[src/rtl/pipe_issue_ctrl_if.sv]
// ID-stage issue bundle: decoded instruction, branch resolve, WB retire
// in; issue/stall/bubble/flush decisions out.
interface pipe_issue_ctrl_if #(
  parameter int REG_AW = 5
);
  logic              id_valid;
  logic [REG_AW-1:0] id_rs;
  logic [REG_AW-1:0] id_rt;
  logic              id_use_rs;
  logic              id_use_rt;
  logic              id_wr;
  logic [REG_AW-1:0] id_rd;
  logic              id_is_branch;
  logic              id_is_halt;
  logic              br_resolve;
  logic              br_taken;
  logic              ret_valid;
  logic              ret_wr;
  logic [REG_AW-1:0] ret_rd;
  logic              issue;
  logic              stall_if;
  logic              bubble_ex;
  logic              flush_ifid;

  modport master (
    output id_valid, id_rs, id_rt, id_use_rs, id_use_rt,
    output id_wr, id_rd, id_is_branch, id_is_halt,
    output br_resolve, br_taken,
    output ret_valid, ret_wr, ret_rd,
    input  issue, stall_if, bubble_ex, flush_ifid
  );

  modport slave (
    input  id_valid, id_rs, id_rt, id_use_rs, id_use_rt,
    input  id_wr, id_rd, id_is_branch, id_is_halt,
    input  br_resolve, br_taken,
    input  ret_valid, ret_wr, ret_rd,
    output issue, stall_if, bubble_ex, flush_ifid
  );
endinterface

[src/rtl/pipe_issue_ctrl.sv]
// In-order issue controller: register scoreboard, branch serialisation
// and HLT drain. Ports: clk1, rst_n, bus (slave), halted, sb_err.
module pipe_issue_ctrl #(
  parameter int REG_AW       = 5,
  parameter int MAX_INFLIGHT = 3,
  parameter int WRITE_FIRST  = 1
) (
  input  logic            clk1,
  input  logic            rst_n,
  pipe_issue_ctrl_if.slave bus,
  output logic            halted,
  output logic            sb_err
);

  localparam int         NREG = 1 << REG_AW;
  localparam logic [1:0] MAXI = 2'(MAX_INFLIGHT);
  localparam bit         WF   = (WRITE_FIRST != 0);

  typedef enum logic [1:0] {
    RUN    = 2'd0,
    DRAIN  = 2'd1,
    HALTED = 2'd2
  } state_e;

  state_e     state_q, state_d;
  logic [1:0] pend_q [NREG];
  logic [1:0] pend_d [NREG];
  logic [1:0] infl_q, infl_d;
  logic       br_wait_q, br_wait_d;
  logic       err_q, err_d;

  logic            ret_hit;
  logic            rs_busy;
  logic            rt_busy;
  logic            hz;
  logic            room;
  logic            issue;
  logic [NREG-1:0] inc_vec;
  logic [NREG-1:0] dec_vec;

  assign ret_hit = bus.ret_valid & bus.ret_wr;

  // A retire of the last pending writer is visible to the
  // same-cycle reader when the regfile writes first.
  assign rs_busy = (bus.id_rs != '0)
                 & (pend_q[bus.id_rs] != 2'd0)
                 & ~(WF & ret_hit
                     & (bus.ret_rd == bus.id_rs)
                     & (pend_q[bus.id_rs] == 2'd1));

  assign rt_busy = (bus.id_rt != '0)
                 & (pend_q[bus.id_rt] != 2'd0)
                 & ~(WF & ret_hit
                     & (bus.ret_rd == bus.id_rt)
                     & (pend_q[bus.id_rt] == 2'd1));

  assign hz = (bus.id_use_rs & rs_busy)
            | (bus.id_use_rt & rt_busy);

  assign room = (infl_q < MAXI) | bus.ret_valid;

  assign issue = rst_n & bus.id_valid
               & (state_q == RUN)
               & ~hz & ~br_wait_q & room;

  assign bus.issue      = issue;
  assign bus.bubble_ex  = ~issue;
  assign bus.stall_if   = rst_n
                        & ((bus.id_valid & ~issue)
                           | (state_q != RUN));
  assign bus.flush_ifid = rst_n & bus.br_resolve & bus.br_taken;

  assign halted = (state_q == HALTED);
  assign sb_err = err_q;

  // One-hot per-register increment/decrement requests; R0 excluded.
  assign inc_vec = (issue & bus.id_wr & (bus.id_rd != '0))
                 ? (NREG'(1) << bus.id_rd) : '0;
  assign dec_vec = (ret_hit & (bus.ret_rd != '0))
                 ? (NREG'(1) << bus.ret_rd) : '0;

  always_comb begin
    pend_d    = pend_q;
    infl_d    = infl_q;
    br_wait_d = br_wait_q;
    err_d     = err_q;
    state_d   = state_q;

    for (int r = 1; r < NREG; r++) begin
      unique case ({inc_vec[r], dec_vec[r]})
        2'b10: pend_d[r] = pend_q[r] + 2'd1;
        2'b01: begin
          if (pend_q[r] == 2'd0) err_d = 1'b1;
          else pend_d[r] = pend_q[r] - 2'd1;
        end
        default: ;
      endcase
    end

    unique case ({issue, bus.ret_valid})
      2'b10: infl_d = infl_q + 2'd1;
      2'b01: begin
        if (infl_q == 2'd0) err_d = 1'b1;
        else infl_d = infl_q - 2'd1;
      end
      default: ;
    endcase

    if (bus.br_resolve) br_wait_d = 1'b0;
    if (issue & bus.id_is_branch) br_wait_d = 1'b1;

    unique case (1'b1)
      (state_q == RUN): begin
        if (issue & bus.id_is_halt) state_d = DRAIN;
      end
      (state_q == DRAIN): begin
        if (infl_d == 2'd0) state_d = HALTED;
      end
      default: ;
    endcase
  end

  always_ff @(posedge clk1 or negedge rst_n) begin
    if (!rst_n) begin
      for (int r = 0; r < NREG; r++) pend_q[r] <= 2'd0;
      infl_q    <= 2'd0;
      br_wait_q <= 1'b0;
      err_q     <= 1'b0;
      state_q   <= RUN;
    end else begin
      pend_q    <= pend_d;
      infl_q    <= infl_d;
      br_wait_q <= br_wait_d;
      err_q     <= err_d;
      state_q   <= state_d;
    end
  end

endmodule

[src/flat_wrapper.sv]
// flat-port wrapper written by rule: the top's interface ports become plain ports
module pipe_issue_ctrl_flat 
#(
  parameter int REG_AW       = 5,
  parameter int MAX_INFLIGHT = 3,
  parameter int WRITE_FIRST  = 1
)
  (clk1, rst_n, halted, sb_err, bus_id_valid, bus_id_rs, bus_id_rt, bus_id_use_rs, bus_id_use_rt, bus_id_wr, bus_id_rd, bus_id_is_branch, bus_id_is_halt, bus_br_resolve, bus_br_taken, bus_ret_valid, bus_ret_wr, bus_ret_rd, bus_issue, bus_stall_if, bus_bubble_ex, bus_flush_ifid);
  pipe_issue_ctrl_if #(.REG_AW(REG_AW)) bus_i ();
  input  logic clk1;
  input  logic rst_n;
  output logic halted;
  output logic sb_err;
  input wire logic [$bits(bus_i.id_valid)-1:0] bus_id_valid;
  input wire logic [$bits(bus_i.id_rs)-1:0] bus_id_rs;
  input wire logic [$bits(bus_i.id_rt)-1:0] bus_id_rt;
  input wire logic [$bits(bus_i.id_use_rs)-1:0] bus_id_use_rs;
  input wire logic [$bits(bus_i.id_use_rt)-1:0] bus_id_use_rt;
  input wire logic [$bits(bus_i.id_wr)-1:0] bus_id_wr;
  input wire logic [$bits(bus_i.id_rd)-1:0] bus_id_rd;
  input wire logic [$bits(bus_i.id_is_branch)-1:0] bus_id_is_branch;
  input wire logic [$bits(bus_i.id_is_halt)-1:0] bus_id_is_halt;
  input wire logic [$bits(bus_i.br_resolve)-1:0] bus_br_resolve;
  input wire logic [$bits(bus_i.br_taken)-1:0] bus_br_taken;
  input wire logic [$bits(bus_i.ret_valid)-1:0] bus_ret_valid;
  input wire logic [$bits(bus_i.ret_wr)-1:0] bus_ret_wr;
  input wire logic [$bits(bus_i.ret_rd)-1:0] bus_ret_rd;
  output wire logic [$bits(bus_i.issue)-1:0] bus_issue;
  output wire logic [$bits(bus_i.stall_if)-1:0] bus_stall_if;
  output wire logic [$bits(bus_i.bubble_ex)-1:0] bus_bubble_ex;
  output wire logic [$bits(bus_i.flush_ifid)-1:0] bus_flush_ifid;
  assign bus_i.id_valid = bus_id_valid;
  assign bus_i.id_rs = bus_id_rs;
  assign bus_i.id_rt = bus_id_rt;
  assign bus_i.id_use_rs = bus_id_use_rs;
  assign bus_i.id_use_rt = bus_id_use_rt;
  assign bus_i.id_wr = bus_id_wr;
  assign bus_i.id_rd = bus_id_rd;
  assign bus_i.id_is_branch = bus_id_is_branch;
  assign bus_i.id_is_halt = bus_id_is_halt;
  assign bus_i.br_resolve = bus_br_resolve;
  assign bus_i.br_taken = bus_br_taken;
  assign bus_i.ret_valid = bus_ret_valid;
  assign bus_i.ret_wr = bus_ret_wr;
  assign bus_i.ret_rd = bus_ret_rd;
  assign bus_issue = bus_i.issue;
  assign bus_stall_if = bus_i.stall_if;
  assign bus_bubble_ex = bus_i.bubble_ex;
  assign bus_flush_ifid = bus_i.flush_ifid;
  pipe_issue_ctrl #(.REG_AW(REG_AW), .MAX_INFLIGHT(MAX_INFLIGHT), .WRITE_FIRST(WRITE_FIRST)) u_core (.clk1(clk1), .rst_n(rst_n), .bus(bus_i), .halted(halted), .sb_err(sb_err));
endmodule
[config.mk]
export PLATFORM = sky130hd
export DESIGN_NAME = pipe_issue_ctrl_flat
export DESIGN_NICKNAME = d
export VERILOG_FILES = /design/src/rtl/pipe_issue_ctrl_if.sv /design/src/rtl/pipe_issue_ctrl.sv /design/src/flat_wrapper.sv
export SDC_FILE = /design/constraint.sdc
export NUM_CORES = 1
export LEC_CHECK = 0
export CORE_MARGIN = 2
export CORE_UTILIZATION = 60
export DETAILED_ROUTE_END_ITERATION = 7
export GPL_TIMING_DRIVEN = 0
export MAX_ROUTING_LAYER = met4
export PLACE_DENSITY = 0.81
export SLEW_MARGIN = 10
export SYNTH_ARGS = -nofsm -noshare
export SYNTH_HDL_FRONTEND = slang
export SYNTH_SLANG_ARGS = --single-unit
[constraint.sdc]
create_clock -name clk1 -period 4.8 [get_ports clk1]
set_clock_uncertainty 0.05 [all_clocks]
set_input_delay 0.96 -clock clk1 [delete_from_list [all_inputs] [get_ports clk1]]
set_output_delay 0.96 -clock clk1 [all_outputs]
set_load 0.05 [all_outputs]
After elaboration in Yosys (flattened, before gate mapping)
Cells that the tools add are included.

Output and inout port bits: 6. Input bits: 32. Logic and storage cells: 489. Bits in registers: 68.

Add/subtract/negate cells: 64. Muxes and demuxes: 141. Reduce and logical (&&, ||, !) cells: 106. Shift-type cells: 2. Order comparisons: 3. Bitwise logic cells: 35. Equal/unequal tests: 103.

Operator list (count): 2-bit one-hot mux with 2 select lines (33); 2-bit two-way mux (38); 2-bit nonzero test (36); 2-bit by 1-bit equality test with 1-bit output (second input constant) (35); 2-bit zero test (34); 2-bit equality test (second input constant) (33); 1-bit two-way mux (66); 2-bit != test (second input constant) (33); 2-bit by 1-bit adder with 2-bit output (second input constant) (32); 32-bit two-way mux (2); 1-bit by 5-bit << shifter with 32-bit output (first input constant) (2); 2-bit by 1-bit subtractor with 2-bit output (second input constant) (32); 2-bit AND reduction (31); 1-bit bitwise AND (25); 2-bit binary-select mux with 5-bit select (2); 5-bit nonzero test (4); 6-bit greater-or-equal comparator (second input constant) (2); 5-bit inverter with 6-bit output (2); 5-bit equality test (2); 1-bit inverter (5); 1-bit bitwise OR (3); 3-bit AND reduction (1); 2-bit less-than comparator (second input constant) (1).

Logic depth before layout (Yosys ltp)
Depth in word-level cells: 81. Depth in mapped cells: 19. Gate-level depth less buffers: 16.

Least setup slack after synthesis
OpenSTA, ideal clock, no wires.

Kind: input-to-reg. Start: in bus_id_rs[0]. End: reg u_core.err_q (netlist: u_core.sb_err). Library setup time: 0.136 ns. Stages on the path: 17. Arrival time: 5.393 ns. Slack: -0.780 ns. Buffers on the path: 3. Cells stage by stage: buf_4 buf_6 mux4_2 a221oi_1 a31oi_1 a21o_1 nor2_1 clkbuf_1 inv_1 ha_1 a2111oi_0 nand4_1 nor4_1 o2111ai_1 a221o_1 a211oi_1 nand4b_1.

Word-level cells in the longest chain between the ends: 81.

Ends and longest elaborated chain: start, declared (line flat_wrapper.sv:15) `input wire logic [$bits(bus_i.id_rs)-1:0] bus_id_rs;`; 5-bit inverter with 6-bit output (implied by the code) (line pipe_issue_ctrl.sv:46, pipe_issue_ctrl.sv:49); 2-bit binary-select mux with 5-bit select (line pipe_issue_ctrl.sv:46, pipe_issue_ctrl.sv:49); 2-bit two-way mux (implied by the code) (2 in series) (line pipe_issue_ctrl.sv:46, pipe_issue_ctrl.sv:49); 2-bit by 1-bit equality test with 1-bit output (line pipe_issue_ctrl.sv:49) `& (pend_q[bus.id_rs] == 2'd1));`; 1-bit bitwise AND (line pipe_issue_ctrl.sv:49); 1-bit inverter (line pipe_issue_ctrl.sv:47) `& ~(WF & ret_hit`; 1-bit bitwise AND (*) (line pipe_issue_ctrl.sv:47); 1-bit bitwise AND (*) (line pipe_issue_ctrl.sv:57) `assign hz = (bus.id_use_rs & rs_busy)`; (+5 left out); net bus_issue (line flat_wrapper.sv:28) `output wire logic [$bits(bus_i.issue)-1:0] bus_issue;`; (+60 left out); 1-bit two-way mux (line pipe_issue_ctrl.sv:90) `unique case ({inc_vec[r], dec_vec[r]})`; 1-bit two-way mux (line pipe_issue_ctrl.sv:93) `if (pend_q[r] == 2'd0) err_d = 1'b1;`; 1-bit two-way mux (line pipe_issue_ctrl.sv:90); 1-bit two-way mux (line pipe_issue_ctrl.sv:93); 1-bit two-way mux (line pipe_issue_ctrl.sv:90); 1-bit two-way mux (line pipe_issue_ctrl.sv:103) `if (infl_q == 2'd0) err_d = 1'b1;`; 1-bit two-way mux (*) (line pipe_issue_ctrl.sv:100) `unique case ({issue, bus.ret_valid})`; net u_core.err_d (line pipe_issue_ctrl.sv:30) `logic err_q, err_d;`; end signal, assigned (line pipe_issue_ctrl.sv:134) `err_q <= err_d;`; end, declared (line pipe_issue_ctrl.sv:30).

The timed path passes the listed nets; every way through them passes the cells marked *. The select of a mux whose other input is x is not followed. A chain may end at the register's enable or synchronous reset.

Final worst setup path
Start: in bus_id_rs[0]. End: reg u_core.err_q (netlist: u_core.sb_err).

Word-level cells in the longest chain between the ends: 81.

Ends and longest elaborated chain (line): 5-bit inverter with 6-bit output (implied by the code) (pipe_issue_ctrl.sv:46, pipe_issue_ctrl.sv:49); 2-bit binary-select mux with 5-bit select (pipe_issue_ctrl.sv:46, pipe_issue_ctrl.sv:49); 2-bit two-way mux (implied by the code) (2 in series) (pipe_issue_ctrl.sv:46, pipe_issue_ctrl.sv:49); 2-bit by 1-bit equality test with 1-bit output (pipe_issue_ctrl.sv:49); 1-bit bitwise AND (pipe_issue_ctrl.sv:49); 1-bit inverter (pipe_issue_ctrl.sv:47); 1-bit bitwise AND (*) (pipe_issue_ctrl.sv:47); 1-bit bitwise AND (*) (pipe_issue_ctrl.sv:57); (+65 left out); 1-bit two-way mux (pipe_issue_ctrl.sv:90); 1-bit two-way mux (pipe_issue_ctrl.sv:93); 1-bit two-way mux (pipe_issue_ctrl.sv:90); 1-bit two-way mux (pipe_issue_ctrl.sv:93); 1-bit two-way mux (pipe_issue_ctrl.sv:90); 1-bit two-way mux (pipe_issue_ctrl.sv:103); 1-bit two-way mux (*) (pipe_issue_ctrl.sv:100); net u_core.err_d (pipe_issue_ctrl.sv:30).

Marks and branches as above.

==> results.yml <==
clock_network:
  cts_tree: "built"
  cts_max_level: 3
  clock_sinks: 68
  clk-insertion-delay-late_ns: 0.37
  clockRootBuffer: "clkbuf_8"
  clk_pin_slew_ns: 0.08
  cts_buffers: 9
  cts_hold_buf: 0
  clockBufferDepth: 2
power_and_ir_drop:
  switching_share_pct: 38.7
  clkPwrFrac_pct: 25.5
  sequentialPowerShare_pct: 44.1
  p_switching_uw: 643
  combPwrFrac_pct: 30.4
  peakVddDrop_mv: 0.193
  powerDensity_mw_per_mm2: 238
  p_leak_nw: 2.67
  p_int_mw: 1.02
  finalPower_mw: 1.66
grt:
  grt_pass1_wl_mm: 35.6
  grt_usage_pct: 43.7
  grt_start_max_net_pins: 39
  antenna_found_initial: 0
  overflow: 0
  grt_pass1_vias: 6421
logic_synthesis:
  synth_area_leaders: "dfrtp_1 (28%), mux4_2 (7.4%), nor2_1 (5.0%), mux2i_1 (4.4%), a21oi_1 (3.4%)"
  synthFlopType: "dfrtp_1"
  yosys.area.top_type: "dfrtp_1"
  synth_edf_count: 0
  ys_types: 64
  yosysTopAreaCellShare_pct: 28.0
  synth-seq-area-share_pct: 28.0
  yosys_warnings: 0
  synth_most_common_cell: "nor2_1"
  syn_nets: 771
  syn_area_mm2: 0.00608
  synthTopCellsByCount: "nor2_1 (81), dfrtp_1 (68), nand2_1 (48)"
  syn_area_per_cell_um2: 8.28
  async_flop_share_pct: 100
  ys_ff_latch: 68
  synth_cells: 734
placement:
  placed_area_mm2: 0.00659
  gp_congestion: 1.05
  dp_hpwl_mm: 17.1
  dp_cells: 898
  dp_slack_ns: -1.48
  io_buffers: 30
worst_setup_path:
  cp_slowest_cell: "mux4_2"
  reg2reg_slack_ns: 0.43
  worst-endpoint-arrival_ns: 4.95
  path_cells: "buf_6 -> buf_12 -> mux4_2 -> o22a_1 -> nand4_1 -> a211oi_1 -> o21bai_2 -> nor2_4 -> clkbuf_16 -> clkinvlp_4 -> ha_4 -> a2111oi_2 -> nand4_1 -> nor4_1 -> o2111ai_1 -> a221o_1 -> a211oi_2 -> nand4b_1"
  critPathLaunchType: "primary input"
  endpoint_kind: "flop"
  path_max_fanout: 10
  crit_top_cell: "nand4_1"
  max_stage_delay_ns: 0.54
  crit_type: "in2reg"
  worst_ep_required_time_ns: 4.98
run:
  maxCapViolations: 0
cells_and_area:
  antenna_cells: 0
  final_area_mm2: 0.00699
  area_growth_pct: 14.9
  fin_cells: 931
  finalNetCount: 831
  fillers: 770
  layout-drive-gt1-share_pct: 12.9
  fin_util_pct: 71.1
sta:
  finalCritPeriodShare_pct: 99.3
  fin_ws_ns: 0.0327
  rsz0062_at_grt: "true"
  fin_crit_ns: 4.77
  final-setup-viol-count: 0
  slew_headroom_pct: 12.0
  tns_ns: 0
  max_clock_freq_ghz: 0.210
  max_slew.worst_pin.slew_ns: 1.31
  worst_hold_slack_ns: 0.471
  drv_slew: 0
  finalHoldViolCount: 0
die:
  rows: 36
  fp.dieArea_mm2: 0.0109
  coreArea_mm2: 0.00982
  die-height_um: 105
  die_x_um: 105
  initial_core_util_pct: 61.9
  boundaryPins: 38
routing:
  ant_nets: 0
  vias: 6781
  firstDrtPassIters: 6
  drcViolationCount: 0
  drt_wl_total_mm: 23.3
  wl_per_cell_um: 25.1
  drt-initial-drc-count: 919
  vias_per_cell: 7.28
hold_path:
  holdCritPathClass: "in2async"
outcome:
  outcome: "finished, final reports clean"
-- cells by family after synthesis --
family          Yosys count  share of synthesized area (%)
flops                    68                           28.0
mux                      52                           12.8
fa+ha+maj                 5                           1.03
xor+xnor                 19                           2.74
simple gates            343                           29.8
buf+inv                  52                           3.64
compound gates          195                           22.1
-- repair_timing --
action	in CTS	in global routing
setup buffers	10	7
hold endpoints to repair	0	0
pin swaps	5	9
gates cloned	1	0
setup endpoints to repair	22	3
resized for setup	31	20
-- worst max-delay path: cells and delay by family --
family | cells | cell delay [ns]
fa+ha+maj | 1 | 0.19
simple gates | 5 | 0.89
mux | 1 | 0.54
compound gates | 7 | 1.73
buf+inv | 4 | 0.63
-- path summary, 6_finish.rpt --
check | start | to | cells past startpoint
min reg2reg | u_core.br_wait_q$_DFFE_PN0P_ | u_core.br_wait_q$_DFFE_PN0P_ | 2
min | rst_n | u_core.pend_q[55]$_DFFE_PN0P_ | 1
max reg2reg | u_core.pend_q[1]$_DFFE_PN0P_ | u_core.sb_err$_DFF_PN0_ | 16
max in group asynchronous | rst_n | u_core.pend_q[3]$_DFFE_PN0P_ | 2
min in group clk1 | u_core.br_wait_q$_DFFE_PN0P_ | u_core.br_wait_q$_DFFE_PN0P_ | 2
max | bus_id_rs[0] | u_core.sb_err$_DFF_PN0_ | 18
-- cell type report --
type,count,area (um^2),area share [%]
tap,133,166,2.38
timing repair buffer,49,462,6.61
buffer,32,219,3.13
inverter,20,78.8,1.13
sequential,68,1700,24.4
multi-input combinational,614,4200,60.1
clock buffer,10,128,1.83
clock inverter,5,30.0,0.430
-- cell usage in the layout, fill, tap and decap left out, types with 6 or more instances in the layout --
cell type and n:
nor2_1 80, dfrtp_1 68, nand2_1 48, a21oi_1 41, nor3_1 39, nand3_1 33, o21ai_0 32, nand2b_1 28
mux2i_1 26, o21a_1 24, clkdlybuf4s50_1 22, buf_4 21, mux4_2 20, a211oi_1 20, inv_1 19, clkbuf_1 18
and3_1 18, nor2b_1 14, xnor2_1 14, or3_1 13, nand4_1 12, clkbuf_8 11, nor4_1 11, a21o_1 9
a22oi_1 8, nand3b_1 8, o31a_1 8, or2_2 7, and2_1 6, nor3b_1 6
-- registers in the layout, summed over array words and instances, names as in the netlist --
| register | flops |
|---|---|
| u_core.state_q | 2 |
| u_core.pend_q | 62 |
| u_core.sb_err | 1 |
| u_core.infl_q | 2 |
| u_core.br_wait_q | 1 |
-- power groups by stage --
| stage | Combinational, mW | Sequential [mW] | Clock [mW] |
|---|---|---|---|
| final | 0.504 | 0.733 | 0.424 |
| after global routing | 0.530 | 0.741 | 0.442 |
| after CTS | 0.468 | 0.727 | 0.419 |
| after detailed placement | 0.448 | 0.738 | 0 |
| after global placement | 0.431 | 0.729 | 0 |
| after floorplan | 0.294 | 0.705 | 0 |
-- per-layer routing --
layer | global-route usage (%) | part of all wire (%)
met1 | 55.2 | 37
met2 | 65.4 | 44
met3 | 11.9 | 14
met4 | 20.9 | 5.5
met5 | - | 0
(Power assumes the default switching activity.)
